===== src/rtl/inst_encoder_loader.sv =====
// Packs decoder-layout instruction fields into words and streams them into instruction memory.
// Optional: define INST_PARITY_EN to place even parity over bits [15:5] in the top bit.
module inst_encoder_loader #(
   parameter int DATAPATH_WIDTH = 64,
   parameter int INST_MEM_ADDR  = 9,
   parameter int REGFILE_ADDR   = 3
) (
   input  logic                      clk,
   input  logic                      reset,
   input  logic                      start,
   input  logic [INST_MEM_ADDR-1:0]  base_addr,
   input  logic [INST_MEM_ADDR-1:0]  count,
   input  logic                      fld_valid,
   output logic                      fld_ready,
   input  logic                      fld_wmem,
   input  logic                      fld_wreg,
   input  logic [REGFILE_ADDR-1:0]   fld_r0,
   input  logic [REGFILE_ADDR-1:0]   fld_r1,
   input  logic [REGFILE_ADDR-1:0]   fld_wreg1,
   output logic                      mem_we,
   output logic [INST_MEM_ADDR-1:0]  mem_addr,
   output logic [DATAPATH_WIDTH-1:0] mem_wdata,
   output logic                      busy,
   output logic                      done,
   output logic                      wrap
);

   typedef enum logic [1:0] {IDLE, LOAD, DONE} state_t;

   state_t                      state_reg, state_next;
   logic [INST_MEM_ADDR-1:0]    ptr_reg, rem_reg;
   logic                        wrap_reg, mem_we_reg;
   logic [INST_MEM_ADDR-1:0]    mem_addr_reg;
   logic [DATAPATH_WIDTH-1:0]   mem_wdata_reg;
   logic [DATAPATH_WIDTH-1:0]   enc_word;
   logic                        transfer;

   assign transfer = (state_reg == LOAD) && fld_valid;

   // Field placement must track the decoder's extraction layout exactly.
   always_comb begin
      enc_word        = '0;
      enc_word[15]    = fld_wmem;
      enc_word[14]    = fld_wreg;
      enc_word[13:11] = fld_r0;
      enc_word[10:8]  = fld_r1;
      enc_word[7:5]   = fld_wreg1;
`ifdef INST_PARITY_EN
      enc_word[DATAPATH_WIDTH-1] = ^enc_word[15:5];
`else
      enc_word[DATAPATH_WIDTH-1] = 1'b0;
`endif
   end

   always_ff @(posedge clk) begin
      if (reset) state_reg <= IDLE;
      else       state_reg <= state_next;
   end

   always_comb begin
      state_next = state_reg;
      case (state_reg)
         IDLE: if (start) state_next = (count == '0) ? DONE : LOAD;
         LOAD: if (transfer && rem_reg == INST_MEM_ADDR'(1)) state_next = DONE;
         DONE: state_next = IDLE;
         default: state_next = IDLE;
      endcase
   end

   always_comb begin
      fld_ready = 1'b0;
      busy      = 1'b0;
      done      = 1'b0;
      case (state_reg)
         LOAD: begin
            fld_ready = 1'b1;
            busy      = 1'b1;
         end
         DONE: begin
            busy = 1'b1;
            done = 1'b1;
         end
         default: ;
      endcase
   end

   always_ff @(posedge clk) begin
      if (reset) begin
         ptr_reg       <= '0;
         rem_reg       <= '0;
         wrap_reg      <= 1'b0;
         mem_we_reg    <= 1'b0;
         mem_addr_reg  <= '0;
         mem_wdata_reg <= '0;
      end else begin
         mem_we_reg <= transfer;
         if (state_reg == IDLE && start) begin
            ptr_reg  <= base_addr;
            rem_reg  <= count;
            wrap_reg <= 1'b0;
         end
         if (transfer) begin
            mem_addr_reg  <= ptr_reg;
            mem_wdata_reg <= enc_word;
            ptr_reg       <= ptr_reg + INST_MEM_ADDR'(1);
            rem_reg       <= rem_reg - INST_MEM_ADDR'(1);
            // Only flag a wrap when another write will actually land at address 0.
            if ((&ptr_reg) && rem_reg > INST_MEM_ADDR'(1)) wrap_reg <= 1'b1;
         end
      end
   end

   assign mem_we    = mem_we_reg;
   assign mem_addr  = mem_addr_reg;
   assign mem_wdata = mem_wdata_reg;
   assign wrap      = wrap_reg;

endmodule


===== config.mk =====
export PLATFORM = sky130hd
export DESIGN_NAME = inst_encoder_loader
export DESIGN_NICKNAME = d
export VERILOG_FILES = /design/src/rtl/inst_encoder_loader.sv
export SDC_FILE = /design/constraint.sdc
export NUM_CORES = 1
export LEC_CHECK = 0
export BUFFER_PORTS_ARGS = -buffer_cell sky130_fd_sc_hd__buf_2
export CORE_MARGIN = 8
export CORE_UTILIZATION = 29
export DETAILED_ROUTE_END_ITERATION = 7
export PLACE_DENSITY = 0.54
export SLEW_MARGIN = 40
export SYNTH_ARGS = -nofsm -noshare
export SYNTH_HDL_FRONTEND = slang
export SYNTH_SLANG_ARGS = --single-unit

===== constraint.sdc =====
create_clock -name clk -period 5.42 [get_ports clk]
set_input_delay 0.813 -clock clk [delete_from_list [all_inputs] [get_ports clk]]
set_output_delay 0.813 -clock clk [all_outputs]
set_load 0.005 [all_outputs]

# After elaboration in Yosys (flattened, before gate mapping)
# Index checks and enable logic that the tools add are counted.
[op_classes]
mux = 14
eq_ne = 5
n_lt_le_gt_ge = 1
n_reduce_logical = 10
add_sub_neg = 2
[op_table]
columns = ["op", "n"]
rows = [
  ["9-bit 2-to-1 mux", 4],
  ["9-bit by 1-bit adder with 9-bit output, second input constant", 1],
  ["9-bit by 1-bit == test with 1-bit output, second input constant", 1],
  ["9-bit by 1-bit greater-than comparator with 1-bit output, second input constant", 1],
  ["9-bit zero test", 1],
  ["9-bit AND reduction", 1],
  ["9-bit by 1-bit subtractor with 9-bit output, second input constant", 1],
  ["1-bit 2-to-1 mux", 6],
  ["2-bit 2-to-1 mux", 3],
  ["1-bit logical AND", 4],
  ["2-bit case mux with 2 select lines", 1],
  ["2-bit by 1-bit == test with 1-bit output, second input constant", 1],
  ["2-bit == test, second input constant", 1],
  ["2-bit zero test", 1],
  ["2-bit by 1-bit != test with 1-bit output, second input constant", 1],
  ["2-bit != test, second input constant", 1],
  ["2-bit AND reduction", 1],
  ["2-bit nonzero test", 1],
  ["2-bit OR reduction", 1],
]
[totals]
word_cells = 39
reg_bits = 42

# Depth between registers and ports, before layout
[depth]
ltp_word = 5
mapped_depth = 8
mapped_depth_nobuf = 6

# Worst setup path after synthesis
# No wires, ideal clock.
[synth_timing]
path_type = "in2reg"
start = "input count[4]"
end = "register state_reg[1]"
arrival_ns = 1.887
stages = 4
setup_ns = 0.088
path_buffers = 0
path_slack_ns = 3.446
cell_sequence = "or4_1 -> nor4_1 -> nor3b_1 -> nor4_2"
[synth_between]
elab_chain_cells = 4
[synth_lines]
columns = ["element", "line", "text"]
rows = [
  ["from (decl)", "12", "input logic [INST_MEM_ADDR-1:0] count,"],
  ["9-bit zero test", "63", "IDLE: if (start) state_next = (count == '0) ? DONE : LOAD;"],
  ["2-bit 2-to-1 mux (2 in series)", "63", ""],
  ["2-bit case mux with 2 select lines", "62", "case (state_reg)"],
  ["to (signal assigned)", "57", "else state_reg <= state_next;"],
  ["to (decl)", "30", "state_t state_reg, state_next;"],
]
# Every way passes these cells. The select of a mux whose other input is x is not followed.
# A chain may end at the register's enable or synchronous reset.

# Final worst setup path
[layout_timing]
start = "register state_reg[1]"
end = "register rem_reg[6]"
[layout_between]
elab_chain_cells = 3
[layout_lines]
columns = ["element", "line", "text"]
rows = [
  ["2-bit by 1-bit == test with 1-bit output or 2-bit zero test (tied branches)", "38, 97", ""],
  ["1-bit logical AND, on equally long branches", "38, 97", ""],
  ["9-bit 2-to-1 mux or 2-bit nonzero test (tied branches)", "--", ""],
  ["to (signal assigned)", "99", "rem_reg <= count;"],
  ["to (signal assigned)", "106", "rem_reg <= rem_reg - INST_MEM_ADDR'(1);"],
  ["to (decl)", "31", "logic [INST_MEM_ADDR-1:0] ptr_reg, rem_reg;"],
]
# Several ways; a longest one is shown, not always the timed one.

==> key figures <==
Placement
  • DP Wirelength: 4.58 mm
  • Placed instance count: 447
  • IO buf count: 57
  • Routability cong.: 0.804

Timing
  • Slew margin rel.: 63.5%
  • RSZ-0062 raised after global routing: no
  • Post-layout minimum cycle time: 2350 ps
  • # setup viols final: 0
  • Final Hold Fails: 0
  • Max Fclk: 425 MHz
  • Post-route clock period utilization: 43.4%
  • Skew final: 7.23 ps
  • Worst-Margin Slew: 547 ps
  • Final Max Tran Viols: 0
  • Setup TNS: 0 ps

Floorplanning
  • Core ar.: 0.00805 sq mm
  • Initial core utilization: 29.3%
  • Die Span Y: 106 um
  • Placement Rows: 33
  • I/O pin count: 111
  • Die width: 106 um
  • Die area: 0.0113 sq mm

Power
  • Total power: 725 uW
  • Pwr/cell area: 278 mW/mm^2
  • VDD IR-drop max: 0.0856 mV
  • Static Leakage: 1.13 nW

Clocking
  • Worst-path clk slew: 80 ps
  • CTS Hold Bufs: 0
  • CTS Sinks: 42
  • CTS tree: yes
  • H-tree depth: 2
  • Clk buf depth: 2
  • Inserted Clock Buffers: 5
  • Clock latency on the worst-skew pair: 300 ps
  • Setup bufs post-CTS: 0
  • Root Buffer: clkbuf_8
  • Resized cells post-CTS: 0

Logic synthesis
  • Ys flop type: dfxtp_1
  • Yosys warns: 0
  • Post-synth EDFFs: 0
  • Netlist cell types: 48
  • Avg Inst Size Synth: 7.90 sq um
  • Sequential share of the synthesized area: 35.6%
  • Netlist Area Pre-Place: 0.00236 sq mm
  • Synth Register Bits: 42
  • Post-synthesis instance total: 299
  • FFs w/ async S/R, synth: 0%

Hold path
  • Hold/Removal Path Class: flip-flop to flip-flop

Global routing
  • Vias in the first global route: 2,015
  • Antenna violations before repair: 0
  • Global route total overflow: 0
  • Gr usage total: 10.7%
  • Largest net degree at the start of global routing: 44
  • First-pass GRT wire length: 9.97 mm

Status
  • Outcome: finished clean

Route
  • DRC: 0
  • ANT nets after route: 0
  • First-pass DRT Iterations: 5
  • Via density: 4.49
  • Initial drt markers: 105
  • Wire per inst: 13.4 um
  • Via count: 2,038
  • Wirelength, routed: 6.10 mm

Critical path
  • FF-to-FF End: rem_reg[6]$_SDFFE_PP0P_
  • Critical Path Source Type: flip-flop
  • Type of the worst setup path: flip-flop to flip-flop
  • Req. time, crit path: 5660 ps
  • Crit-path max FO: 34
  • CP endpoint kind: flip-flop
  • Crit path DAT: 2590 ps
  • Worst r2r src: state_reg[1]$_SDFFE_PP0P_
  • Worst setup path endpoint: rem_reg[6]$_SDFFE_PP0P_
  • CP Launch Point: state_reg[1]$_SDFFE_PP0P_
  • Reg2Reg Depth: 7
  • Slack of the worst reg-to-reg path: 3070 ps

Layout
  • Filler cells: 898
  • Share of cells above drive strength 1: 21.5%
  • Most frequent cells in the layout: nand2_1, buf_2, conb_1
  • # nets final: 389
  • Footprint of the multi-input gates: 0.00124 sq mm
  • Layout Cells excl Fill: 454
  • Area Overhead vs Synth: 10.4%
  • Max reg flops: 11
  • Sequential cell area: 841 sq um
  • Number of diodes: 0

Job
  • Max-cap violation count: 0
-- kinds of logic (layout without fill, tap and decap cells) --
family | Yosys count | in the layout | share of synthesized area, %
adder cells (fa/ha/maj) | 7 | 7 | 3.71
flip-flops | 42 | 42 | 35.6
other | 1 | 53 | 0.159
AND/OR/NAND/NOR | 111 | 111 | 22.1
buffers and inverters | 73 | 71 | 20.2
multiplexers | 2 | 2 | 0.900
AO/OA/AOI/OAI | 63 | 63 | 17.3
-- per-stage QoR --
step / hold WS (ps) / setup slack (ps) / utilization, % / instance area (sq um)
after floorplan: 444 / 3450 / - / 2560
after global placement: 439 / 2800 / 31.4 / 2530
after detailed placement: 445 / 2890 / 31.4 / 2530
after CTS: 457 / 3030 / 32.4 / 2610
after global routing: 472 / 2820 / 32.4 / 2610
final: 451 / 3070 / 32.4 / 2610
-- report_power, final --
| group | switching (mW) | internal [mW] |
|---|---|---|
| Clock | 0.108 | 0.0866 |
| Combinational | 0.103 | 0.0687 |
| Sequential | 0.0247 | 0.334 |
| Total | 0.236 | 0.489 |
-- how the worst min path moves through the flow --
stage / from / end / slack (ps) / depth (start not counted)
after global placement: mem_wdata[14]$_SDFFE_PP0P_ / mem_wdata[14]$_SDFFE_PP0P_ / 440 / 2
final: mem_addr[6]$_SDFFE_PP0P_ / mem_addr[6]$_SDFFE_PP0P_ / 450 / 2
after floorplan: ptr_reg[6]$_SDFFE_PP0P_ / mem_addr[6]$_SDFFE_PP0P_ / 440 / 2
after detailed placement: mem_addr[2]$_SDFFE_PP0P_ / mem_addr[2]$_SDFFE_PP0P_ / 450 / 2
after CTS: mem_addr[2]$_SDFFE_PP0P_ / mem_addr[2]$_SDFFE_PP0P_ / 460 / 2
after global routing: mem_addr[2]$_SDFFE_PP0P_ / mem_addr[2]$_SDFFE_PP0P_ / 470 / 2
-- Yosys cell counts (all sizes together) (2+ instances only) --
library cell	number	area [sq um]
a2111oi	3	30.0
a21boi	2	15.0
a21oi	34	174
a221oi	2	17.5
a311oi	3	26.3
and2	3	18.8
buf	60	429
clkbuf	7	26.3
dfxtp	42	841
ha	7	87.6
inv	6	22.5
nand2	56	210
nand2b	2	12.5
nand3	3	15.0
nor2	21	81.3
nor3	6	30.0
nor4	7	50.1
o21ai	6	30.0
o22ai	2	12.5
o311ai	3	33.8
or3	3	18.8
or4	4	37.5
-- final cells by class --
cell class	count	area share, %
Clock buffer	5	2.64
Clock inverter	2	0.384
Inverter	6	0.863
Multi-Input combinational cell	236	47.5
Sequential cell	42	32.2
Tap cell	105	5.04
Timing Repair Buffer	58	11.3
-- layer usage --
layer	global-route usage [%]	vias to the layer above	part of all wire, %
li1	-	1022	-
met1	12.9	936	43
met2	17.5	70	47
met3	3.45	10	8.2
met4	3.52	0	1.8
met5	0	-	0
-- critical path, stage by stage, from the launching register on --
cell       delay, ps
dfxtp_1          330
inv_1             80
ha_1             300
nand2_1          350
buf_4            380
or4_1            530
a2bb2oi_1        160
a21oi_2          150
No activity file was read; power rests on OpenSTA's default activity.
